`src/rtl/psc_arb_pkg.sv`:
```
// Shared types and bounds for the packet stream arbiter: FSM state encoding,
// requester-count limits and default timing/length parameters.
package psc_arb_pkg;

  typedef enum logic [1:0] {
    IDLE = 2'd0,
    XFER = 2'd1,
    GAP  = 2'd2
  } arb_state_e;

  localparam int N_REQ_MIN   = 2;
  localparam int N_REQ_MAX   = 8;
  localparam int GAP_CYC_DEF = 1;
  localparam int GAP_CYC_MAX = 15;
  localparam int MAX_LEN_DEF = 64;
  localparam int MAX_LEN_MAX = 127;

endpackage

```
`src/rtl/psc_rr_pick.sv`:
```
// Combinational round-robin selector: scans requesters starting one past the
// pointer (wrapping) and returns the first valid one as one-hot, index and any.
module psc_rr_pick #(
  parameter int N_REQ = 4,
  parameter int IDW   = 2
) (
  input  logic [N_REQ-1:0] valid_i,
  input  logic [IDW-1:0]   ptr_i,
  output logic [N_REQ-1:0] grant_o,
  output logic [IDW-1:0]   idx_o,
  output logic             any_o
);

  // The pointer holds the last winner, so the scan starts at offset 1.
  always_comb begin
    int             cand;
    logic [IDW-1:0] candIdx;
    cand    = 0;
    candIdx = '0;
    grant_o = '0;
    idx_o   = '0;
    any_o   = 1'b0;
    for (int off = 1; off <= N_REQ; off++) begin
      cand    = (int'(ptr_i) + off) % N_REQ;
      candIdx = IDW'(cand);
      if (!any_o && valid_i[candIdx]) begin
        grant_o[candIdx] = 1'b1;
        idx_o            = candIdx;
        any_o            = 1'b1;
      end
    end
  end

endmodule

```
`src/rtl/psc_stream_arb.sv`:
```
// Round-robin packet arbiter muxing N_REQ byte streams onto one shared path.
// Optional packet-length watchdog enabled by defining PSC_ARB_MAXLEN_EN.
module psc_stream_arb
  import psc_arb_pkg::*;
#(
  parameter int N_REQ   = 4,
  parameter int IDW     = 2,
  parameter int GAP_CYC = GAP_CYC_DEF,
  parameter int MAX_LEN = MAX_LEN_DEF
) (
  input  logic               i_clk,
  input  logic               i_rst_n,
  input  logic [N_REQ*8-1:0] iv_req_data,
  input  logic [N_REQ-1:0]   i_req_valid,
  input  logic [N_REQ-1:0]   i_req_last,
  output logic [N_REQ-1:0]   o_req_ready,
  output logic [7:0]         ov_data,
  output logic               o_data_wr,
  output logic [IDW-1:0]     ov_src_id,
  output logic               o_sop,
  output logic               o_eop,
  output logic               o_busy,
  output logic               o_err
);

  if (N_REQ < N_REQ_MIN || N_REQ > N_REQ_MAX || IDW != $clog2(N_REQ) ||
      GAP_CYC < 0 || GAP_CYC > GAP_CYC_MAX || MAX_LEN < 1 || MAX_LEN > MAX_LEN_MAX) begin : gBadConfig
    $error("psc_stream_arb: illegal parameter combination");
  end

  arb_state_e       state_q, state_d;
  logic [IDW-1:0]   grant_q, grant_d;
  logic [N_REQ-1:0] grantOh_q, grantOh_d;
  logic [IDW-1:0]   rrPtr_q, rrPtr_d;
  logic [3:0]       gapCnt_q, gapCnt_d;
  logic             first_q, first_d;

  logic [N_REQ-1:0] pickGrant;
  logic [IDW-1:0]   pickIdx;
  logic             pickAny;

  logic             accept;
  logic [7:0]       curByte;
  logic             curLast;
  logic             endPkt;

  logic [7:0]       data_q;
  logic             wr_q, sop_q, eop_q;
  logic [IDW-1:0]   src_q;

  psc_rr_pick #(
    .N_REQ (N_REQ),
    .IDW   (IDW)
  ) uPick (
    .valid_i (i_req_valid),
    .ptr_i   (rrPtr_q),
    .grant_o (pickGrant),
    .idx_o   (pickIdx),
    .any_o   (pickAny)
  );

  assign accept  = (state_q == XFER) && i_req_valid[grant_q];
  assign curByte = iv_req_data[{grant_q, 3'b000} +: 8];
  assign curLast = i_req_last[grant_q];

`ifdef PSC_ARB_MAXLEN_EN
  logic [6:0] byteCnt_q;
  logic       lenHit;
  logic       err_q;

  // A packet hitting MAX_LEN without last is cut there and flagged.
  assign lenHit = (byteCnt_q == 7'(MAX_LEN - 1));
  assign endPkt = curLast | lenHit;
  assign o_err  = err_q;

  always_ff @(posedge i_clk or negedge i_rst_n) begin
    if (!i_rst_n) begin
      byteCnt_q <= '0;
      err_q     <= 1'b0;
    end else begin
      if (state_q != XFER) byteCnt_q <= '0;
      else if (accept)     byteCnt_q <= endPkt ? 7'd0 : byteCnt_q + 7'd1;
      if (accept && lenHit && !curLast) err_q <= 1'b1;
    end
  end
`else
  assign endPkt = curLast;
  assign o_err  = 1'b0;
`endif

  always_ff @(posedge i_clk or negedge i_rst_n) begin
    if (!i_rst_n) begin
      state_q   <= IDLE;
      grant_q   <= '0;
      grantOh_q <= '0;
      rrPtr_q   <= IDW'(N_REQ - 1);
      gapCnt_q  <= '0;
      first_q   <= 1'b0;
    end else begin
      state_q   <= state_d;
      grant_q   <= grant_d;
      grantOh_q <= grantOh_d;
      rrPtr_q   <= rrPtr_d;
      gapCnt_q  <= gapCnt_d;
      first_q   <= first_d;
    end
  end

  always_comb begin
    state_d   = state_q;
    grant_d   = grant_q;
    grantOh_d = grantOh_q;
    rrPtr_d   = rrPtr_q;
    gapCnt_d  = gapCnt_q;
    first_d   = first_q;
    case (state_q)
      IDLE: begin
        if (pickAny) begin
          grant_d   = pickIdx;
          grantOh_d = pickGrant;
          first_d   = 1'b1;
          state_d   = XFER;
        end
      end
      XFER: begin
        if (accept) begin
          first_d = 1'b0;
          if (endPkt) begin
            rrPtr_d  = grant_q;
            gapCnt_d = '0;
            state_d  = (GAP_CYC > 0) ? GAP : IDLE;
          end
        end
      end
      GAP: begin
        if (gapCnt_q == 4'(GAP_CYC - 1)) state_d = IDLE;
        else                             gapCnt_d = gapCnt_q + 4'd1;
      end
      default: state_d = IDLE;
    endcase
  end

  always_comb begin
    o_req_ready = (state_q == XFER) ? grantOh_q : '0;
    o_busy      = (state_q != IDLE);
  end

  // Shared-path output stage; data and id only update on a moved byte.
  always_ff @(posedge i_clk or negedge i_rst_n) begin
    if (!i_rst_n) begin
      data_q <= '0;
      wr_q   <= 1'b0;
      sop_q  <= 1'b0;
      eop_q  <= 1'b0;
      src_q  <= '0;
    end else begin
      wr_q  <= accept;
      sop_q <= accept && first_q;
      eop_q <= accept && endPkt;
      if (accept) begin
        data_q <= curByte;
        src_q  <= grant_q;
      end
    end
  end

  assign ov_data   = data_q;
  assign o_data_wr = wr_q;
  assign o_sop     = sop_q;
  assign o_eop     = eop_q;
  assign ov_src_id = src_q;

endmodule
```
`config.mk`:
```
export PLATFORM = sky130hd
export DESIGN_NAME = psc_stream_arb
export DESIGN_NICKNAME = d
export VERILOG_FILES = /design/src/rtl/psc_arb_pkg.sv /design/src/rtl/psc_rr_pick.sv /design/src/rtl/psc_stream_arb.sv
export SDC_FILE = /design/constraint.sdc
export NUM_CORES = 1
export LEC_CHECK = 0
export CAP_MARGIN = 30
export CELL_PAD_IN_SITES_DETAIL_PLACEMENT = 1
export CELL_PAD_IN_SITES_GLOBAL_PLACEMENT = 1
export CORE_MARGIN = 5
export CORE_UTILIZATION = 32
export DETAILED_ROUTE_END_ITERATION = 10
export PLACE_DENSITY = 0.84
export SLEW_MARGIN = 20
export SYNTH_ARGS = -nofsm -noshare
export SYNTH_HDL_FRONTEND = slang
export SYNTH_SLANG_ARGS = --single-unit
export TNS_END_PERCENT = 1
```
`constraint.sdc`:
```
create_clock -name i_clk -period 2.6 [get_ports i_clk]
set_clock_uncertainty 0.1 [all_clocks]
set_input_delay 0.52 -clock i_clk [delete_from_list [all_inputs] [get_ports i_clk]]
set_output_delay 0.52 -clock i_clk [all_outputs]
set_load 0.1 [all_outputs]
```
==> flow_metrics.py <==
metrics = {
    "layout": {
        "drive_above_1_share_pct": 33.63,
        "fin_util_pct": 48.78,
        "multi_input_area_um2": 1049,
        "syn_to_final_growth_pct": 47.36,
        "layout.nets": 279,
        "layout_commonest_cell": "clkdlybuf4s50_1",
        "register_area_um2": 703.2,
        "fillers": 594,
        "antenna_cells": 0,
        "final_cell_mix": "clkdlybuf4s50_1, buf_4, dfrtp_1",
    },
    "routing": {
        "viasPerCell": 5.010,
        "drc": 0,
        "wl_per_cell_um": 17.05,
        "antenna_left": 0,
        "drt-total-wl_mm": 5.081,
        "vias": 1493,
        "drt_iter0_drc": 46,
        "firstDrtPassIters": 4,
    },
    "floorplan": {
        "dieArea_um2": 7306,
        "ioPinCount": 61,
        "start_util_pct": 33.11,
        "fp.dieW_um": 85.48,
        "die_h_um": 85.48,
        "rows": 27,
        "coreArea_um2": 5507,
    },
    "clock_tree": {
        "cts_root_buf": "clkbuf_8",
        "cts_hold_buf": 0,
        "cts_num_sinks": 28,
        "cts_buffers": 3,
        "path_clk_slew_ps": 90,
        "htreeDepth": 1,
        "clockBufferDepth": 2,
        "clkLatencyLatePin_ps": 270,
        "cts_tree": "done",
    },
    "global_routing": {
        "grt_pass1_wl_mm": 8.431,
        "overflow": 0,
        "grt_pass1_vias": 1669,
        "antenna_found_initial": 0,
        "grt.total_usage_pct": 14.51,
        "grt_max_degree": 29,
    },
    "hold_path": {
        "hold_end": "grantOh_q[0]",
        "hold_path_depth": 2,
        "worstHoldStart": "grantOh_q[0]",
        "hp-class": "reg2reg",
    },
    "critical_path": {
        "endpoint_kind": "register",
        "reg2regPathDepth": 8,
        "reg2reg_to": "grantOh_q[0]",
        "timing.rr.start": "rrPtr_q[1]",
        "cp.arrival_ps": 2530,
        "crit_path_start_kind": "register",
        "reg2reg_slack_ps": 130,
        "cp.required_ps": 2660,
        "crit_type": "reg2reg",
        "crit_path_max_fanout": 5,
        "cp-startpoint": "rrPtr_q[1]",
    },
    "sta": {
        "drv_slew": 0,
        "fin_ws_ps": 132.2,
        "post-route-min-period_ps": 2468,
        "timing.fmax_mhz": 405.2,
        "setup_viol": 0,
        "hold_violations": 0,
        "whs_ps": 378.7,
        "tns_ps": 0,
        "rsz0062_at_grt": "false",
        "finalCritPeriodShare_pct": 94.91,
    },
    "yosys": {
        "netlist_area_um2": 1823,
        "ys_ff_latch": 28,
        "ys_seq_area_share_pct": 38.57,
        "synth_nets": 204,
        "synth_area_per_cell_um2": 11.99,
        "syn_inst": 152,
        "ys_warn_count": 0,
        "synth_cell_types": 34,
    },
    "run_status": {
        "outcome": "finished clean",
    },
    "place": {
        "dp_slack_ps": -86.73,
        "hpwl_mm": 4.114,
        "port_buffers": 59,
        "gp_congestion": 0.8141,
    },
    "flow_run": {
        "drv_cap": 0,
    },
}
## cells in the mapped netlist
library cell / number / area share [%]
dfstp_2: 2 / 2.9
nor2_1: 9 / 1.9
and2_1: 4 / 1.4
or2_4: 1 / 0.48
nand3_1: 1 / 0.27
buf_6: 3 / 1.9
buf_2: 1 / 0.27
mux4_2: 12 / 15
inv_1: 9 / 1.9
mux4_1: 2 / 2.9
nand2b_1: 2 / 0.69
and3_1: 1 / 0.34
or2b_2: 3 / 1.4
mux2_2: 10 / 6.2
clkbuf_1: 2 / 0.41
a32oi_1: 1 / 0.48
buf_4: 1 / 0.41
a22oi_1: 4 / 1.6
o21ai_0: 10 / 2.7
nand2_1: 15 / 3.1
o21a_1: 2 / 0.82
conb_1: 1 / 0.21
nor2b_1: 3 / 1.0
xor2_1: 2 / 0.96
o31ai_4: 1 / 1.2
a221o_2: 4 / 2.5
xnor2_1: 1 / 0.48
dfrtp_1: 26 / 36
o221ai_1: 1 / 0.48
or3_1: 1 / 0.34
mux2i_1: 5 / 2.7
ha_1: 10 / 6.9
nand4_1: 1 / 0.34
or2b_1: 1 / 0.41
## registers in the layout, summed over array words and instances (netlist names)
name       flops
first_q        1
gapCnt_q       4
grantOh_q      4
grant_q        2
o_data_wr      1
o_eop          1
o_sop          1
ov_data        8
ov_src_id      2
rrPtr_q        2
state_q        2
## per-stage QoR
stage	cells	instance area [um^2]
3_5_place_dp	294	2626
3_3_place_gp	294	2626
2_1_floorplan	152	1834
4_1_cts	298	2681
5_1_grt	298	2686
6_report	298	2686
## timing repair
item | in CTS | in global routing
setup buffers | 0 | 0
endpoints found under the setup margin | 0 | 3
resized for setup | 0 | 1
## routing by layer
metal,vias to the layer above,GRT usage (%),routed length (um)
met3,10,2.233,155
met1,746,16.89,2021
met4,0,5.755,147
met5,-,0,0
li1,695,-,-
met2,42,26.41,2757
## area by class of cell
type	count	area share, %
repair buffers	77	28.13
multi-input cells	108	39.03
flip-flops and latches	28	26.18
inverters	9	1.258
clock buffers	4	2.049
well taps	72	3.354
## logic make-up (layout without fill, tap and decap cells)
kind of cell,after synthesis,after routing,synth area share (%)
and+or+nand+nor,42,42,11.67
muxes,29,29,26.63
DFF,28,28,38.57
AOI/OAI and AO/OA,23,23,9.815
buffers and inverters,16,90,4.804
adders and majority gates,10,10,6.863
xor gates and xnor gates,3,3,1.442
other,1,1,0.2057
## worst max-delay path, cell delays in order (launching register included)
cell,delay (ps)
dfstp_2,550
inv_1,80
ha_4,290
mux4_2,500
nor2b_4,160
buf_4,140
a221o_2,320
a22oi_1,140
o21ai_0,90
## worst max-delay path by stage
stage                        end  cells after the start
floorplan             grant_q[1]                      8
global placement    grantOh_q[3]                      6
detailed placement  grantOh_q[3]                      6
CTS                 grantOh_q[2]                      8
global route        grantOh_q[3]                      8
finish              grantOh_q[0]                      8
Power is left out: the tool's default activity adds up to more than one toggle a clock period on the data nets, which glitch-free logic cannot reach.
==> edit 1: new RTL, same flow settings <==
The option `PSC_ARB_MAXLEN_EN` is turned on by a define.
--- a/src/rtl/psc_stream_arb.sv
+++ b/src/rtl/psc_stream_arb.sv
@@ -2,2 +2,4 @@
 // Optional packet-length watchdog enabled by defining PSC_ARB_MAXLEN_EN.
+`define PSC_ARB_MAXLEN_EN
+
 module psc_stream_arb
Behaviour: same outputs for any inputs over 4 cycles, from zero or initial values and one cycle with i_rst_n low; that may be too few to reach the edited logic, so the function may still have changed.
==> edit 1 against the unedited design <==
Cell area is 18% higher. Worst hold slack better by 18 ps. Core utilization is 4.4 points lower. Maximum frequency is 7.4% higher. Critical endpoint is now ov_src_id[0]. Register-to-register slack better by 240 ps. Routed wire length is 27% higher. Worst setup slack better by 170 ps. Die area is 23% higher. Critical path type is now primary input to register. Synthesized area is 27% higher. Sequential cell count is 8 higher.
==> edit 1: results (changes against the unedited design) <==
hold slack final - 396 ps (was 379 ps)
Clock Latency Late Sink - 290 ps (was 270 ps)
largest delay contributor family on the critical path - multiplexers (was flip-flops)
M3 GR Usage - 0.0382 (was 0.0223)
dpl cells - 361 (was 294)
port buffer count - 60 (was 59)
number of vias per cell - 5.14 (was 5.01)
HP Start - o_err (was grantOh_q[0])
status - finished, final reports clean (unchanged)
initial DRC count - 48 (was 46)
RR Startpoint - rrPtr_q[0] (was rrPtr_q[1])
TritonCTS buffer count - 5 (was 3)
DRT Wirelength - 6.44 mm (was 5.08 mm)
GRT Resource Usage Total - 0.150 (was 0.145)
vias in the first global route - 2,123 (was 1,669)
Setup WS pre-CTS - -3.29 ps (was -86.7 ps)
most common library cells after synthesis - 34 x dfrtp_1, 14 x mux4_2, 12 x inv_1 (was 26 x dfrtp_1, 15 x nand2_1, 12 x mux4_2)
dpl hpwl - 4.96 mm (was 4.11 mm)
P_int - 2.13 mW
R2R Path End - grantOh_q[3] (was grantOh_q[0])
H-tree depth - 2 (was 1)
largest net degree at the start of global routing - 37 (was 29)
slowest stage delay, CP - 590 ps (was 550 ps)
CTS clock-pin slew for the worst setup and hold paths - 80 ps
Post-DP Area - 3060 um^2 (was 2630 um^2)
CP Launch Point - i_req_valid[3] (was rrPtr_q[1])
Crit Path Max Fanout - 15 (was 5)
metal3 WL - 396 um (was 155 um)
DR WL/cell - 17.4 um (was 17.1 um)
met2 Usage GRT - 0.280 (was 0.264)
met1 wire length - 2.52 mm (was 2.02 mm)
met2 WL post-DR - 3.40 mm (was 2.76 mm)
NumNets Final - 322 (was 279)
Seq/Total Area, Yosys - 0.391 (was 0.386)
slowest library cell on the worst path - clkdlybuf4s50_1 (was dfstp_2)
synth top area cells - dfrtp_1 37%, mux4_2 14%, ha_1 6.0% (was dfrtp_1 36%, mux4_2 15%, ha_1 6.9%)
share of layout cells above drive strength 1 - 0.270 (was 0.336)
post-synth cell types - 49 (was 34)
R2R cell count - 5 (was 8)
Worst Setup EP - ov_src_id[0] (was grantOh_q[0])
average cell area after synthesis - 11.4 um^2 (was 12.0 um^2)
edit 1: cell count changes after synthesis, sizes merged, moves of 4 or more:
cell / before / now
a21oi: 0 / 8
dfrtp: 26 / 34
nand2: 15 / 7
nor2b: 3 / 10
a211oi: 0 / 5
nand2b: 2 / 7
nand3b: 0 / 5
a22oi: 4 / 0
buf: 5 / 9
nand3: 1 / 5
o211ai: 0 / 4
or2b: 4 / 0
edit 1: kinds of logic after synthesis:
group / count (synthesis) / synth area share
multiplexers: 28 / 0.207
XOR/XNOR: 2 / 0.00758
adder cells (fa/ha/maj): 11 / 0.0596
AO/OA/AOI/OAI: 44 / 0.144
buffers and inverters: 26 / 0.0514
AND/OR/NAND/NOR: 56 / 0.140
flip-flops: 36 / 0.391
edit 1: area by class of cell:
class	count	area (um^2)
Fill cell	794	3970
Multi-Input combinational cell	141	1290
Sequential cell	36	903
Timing Repair Buffer	73	701
Tap cell	99	124
Clock buffer	6	72.6
Inverter	12	45.0
Clock inverter	2	35.0
==> edit 2: new RTL, config.mk and constraints unchanged <==
Made on the original files. Encoding of `arb_state_e`: now one-hot (3 bits for 3 states).
--- a/src/rtl/psc_arb_pkg.sv
+++ b/src/rtl/psc_arb_pkg.sv
@@ -4,6 +4,6 @@
 
-  typedef enum logic [1:0] {
-    IDLE = 2'd0,
-    XFER = 2'd1,
-    GAP  = 2'd2
+  typedef enum logic [2:0] {
+    IDLE = 3'b001,
+    XFER = 3'b010,
+    GAP  = 3'b100
   } arb_state_e;
Formal check against the unedited RTL: no difference found for any inputs over 4 cycles, from zero or initial values and one cycle with i_rst_n low; so few cycles prove little.
==> edit 2 against the unedited design <==
Sequential share of layout area is 0.72 points lower. Critical path depth down 2. Highest routed layer unchanged. Cell area grew 6.7%. Sequential cell count rose by 1. Count of clock-buffer cells in the layout is 1 higher. Routed wire length rose by 17%. Synthesized area up 9.2%. Worst setup slack better by 170 ps.
==> edit 2: results (changes against the unedited design) <==
port buffer count - 59 (unchanged)
Seq/Total Area, Yosys - 0.366 (was 0.386)
worst path arrival time - 2400 ps (was 2530 ps)
DRT Wirelength - 5.94 mm (was 5.08 mm)
slowest library cell on the worst path - clkdlybuf4s50_1 (was dfstp_2)
total setup buffers inserted after CTS - 0 (unchanged)
first-pass GRT wire length - 9.43 mm (was 8.43 mm)
synth top area cells - dfrtp_1 33%, mux4_2 14%, ha_1 6.3% (was dfrtp_1 36%, mux4_2 15%, ha_1 6.9%)
GRT Resource Usage Total - 0.157 (was 0.145)
Vias - 1,661 (was 1,493)
Post-Synth XOR/XNOR Area - 0.00880 (was 0.0144)
Post-Syn Nets - 230 (was 204)
dpl hpwl - 4.85 mm (was 4.11 mm)
NumNets Final - 299 (was 279)
# fillers - 648 (was 594)
most common library cells after synthesis - 26 x dfrtp_1, 12 x mux4_2, 11 x inv_1, 11 x nor2_1 (was 26 x dfrtp_1, 15 x nand2_1, 12 x mux4_2)
Synth Area in Compound Gates - 0.129 (was 0.0981)
Post-DP Area - 2730 um^2 (was 2630 um^2)
number of vias per cell - 5.14 (was 5.01)
Crit Path Max Fanout - 10 (was 5)
Post-Synthesis Cells - 178 (was 152)
initial DRC count - 58 (was 46)
Largest register FFs - 8 (unchanged)
slowest stage delay, CP - 580 ps (was 550 ps)
Clock Latency Late Sink - 280 ps
mux contribution to synthesized area - 0.221 (was 0.266)
GPL Wtd Cong - 0.818 (was 0.814)
DRC Markers - 0 (unchanged)
post-synth cell types - 47 (was 34)
diode count - 0 (unchanged)
yosys warns - 0 (unchanged)
CTS resizes - 0 (unchanged)
H-tree depth - 2 (was 1)
TritonCTS buffer count - 5 (was 3)
switching share of total power - 0.501
share of layout cells above drive strength 1 - 0.298 (was 0.336)
status - finished, final reports clean (unchanged)
ys flop type - dfrtp_1 (unchanged)
largest net degree at the start of global routing - 30 (was 29)
Adder-Cell Fraction of Synth Area - 0.0629 (was 0.0686)
Logic pwr share - 0.651
vias in the first global route - 1,829 (was 1,669)
CTS clock-pin slew for the worst setup and hold paths - 70 ps (was 90 ps)
Setup WS pre-CTS - 3.98 ps (was -86.7 ps)
clk root buf - clkbuf_8 (unchanged)
## edit 2: worst max-delay path: cells and delay by family
| kind | cells | cell delay [ps] |
|---|---|---|
| AO/OA/AOI/OAI | 3 | 650 |
| AND/OR/NAND/NOR | 1 | 440 |
| buffers and inverters | 2 | 790 |
## edit 2: final timing paths
path                                start            to  slack [ps]  cells after the start
min                               first_q         o_sop         410                      2
min in group asynchronous         i_rst_n    ov_data[2]         530                      2
max in group asynchronous         i_rst_n    rrPtr_q[1]        1550                      2
max                        i_req_valid[3]  grantOh_q[2]         300                      6
max reg2reg                    rrPtr_q[1]  grantOh_q[2]         370                      5
min reg2reg                       first_q         o_sop         410                      2
## edit 2: cell families (layout without fill, tap and decap cells)
kind of cell / after synthesis / after routing
other: 1 / 1
AOI/OAI and AO/OA: 34 / 34
xor gates and xnor gates: 2 / 2
DFF: 29 / 29
buffers and inverters: 25 / 95
adders and majority gates: 10 / 10
and+or+nand+nor: 51 / 51
muxes: 26 / 26
## edit 2: stage by stage
| step | power, mW | util |
|---|---|---|
| floorplan | 2.78 | - |
| global placement | 3.41 | 0.456 |
| detailed placement | 3.51 | 0.456 |
| CTS | 4.08 | 0.478 |
| global route | 4.26 | 0.478 |
| finish | 4.04 | 0.478 |
## edit 2: area by class of cell
class | count | area share
clock buffers | 5 | 0.0240
clock inverters | 3 | 0.0227
inverters | 11 | 0.0144
multi-input cells | 124 | 0.399
flip-flops and latches | 29 | 0.255
well taps | 75 | 0.0328
repair buffers | 76 | 0.252
## edit 2: layer usage
metal,wire length [um],part of all wire,global-route usage,up-vias
met3,124,0.021,0.0196,10
met2,3270,0.55,0.271,20
met5,0,0,0,-
met4,114,0.019,0.0673,0
li1,-,-,-,791
met1,2430,0.41,0.198,840
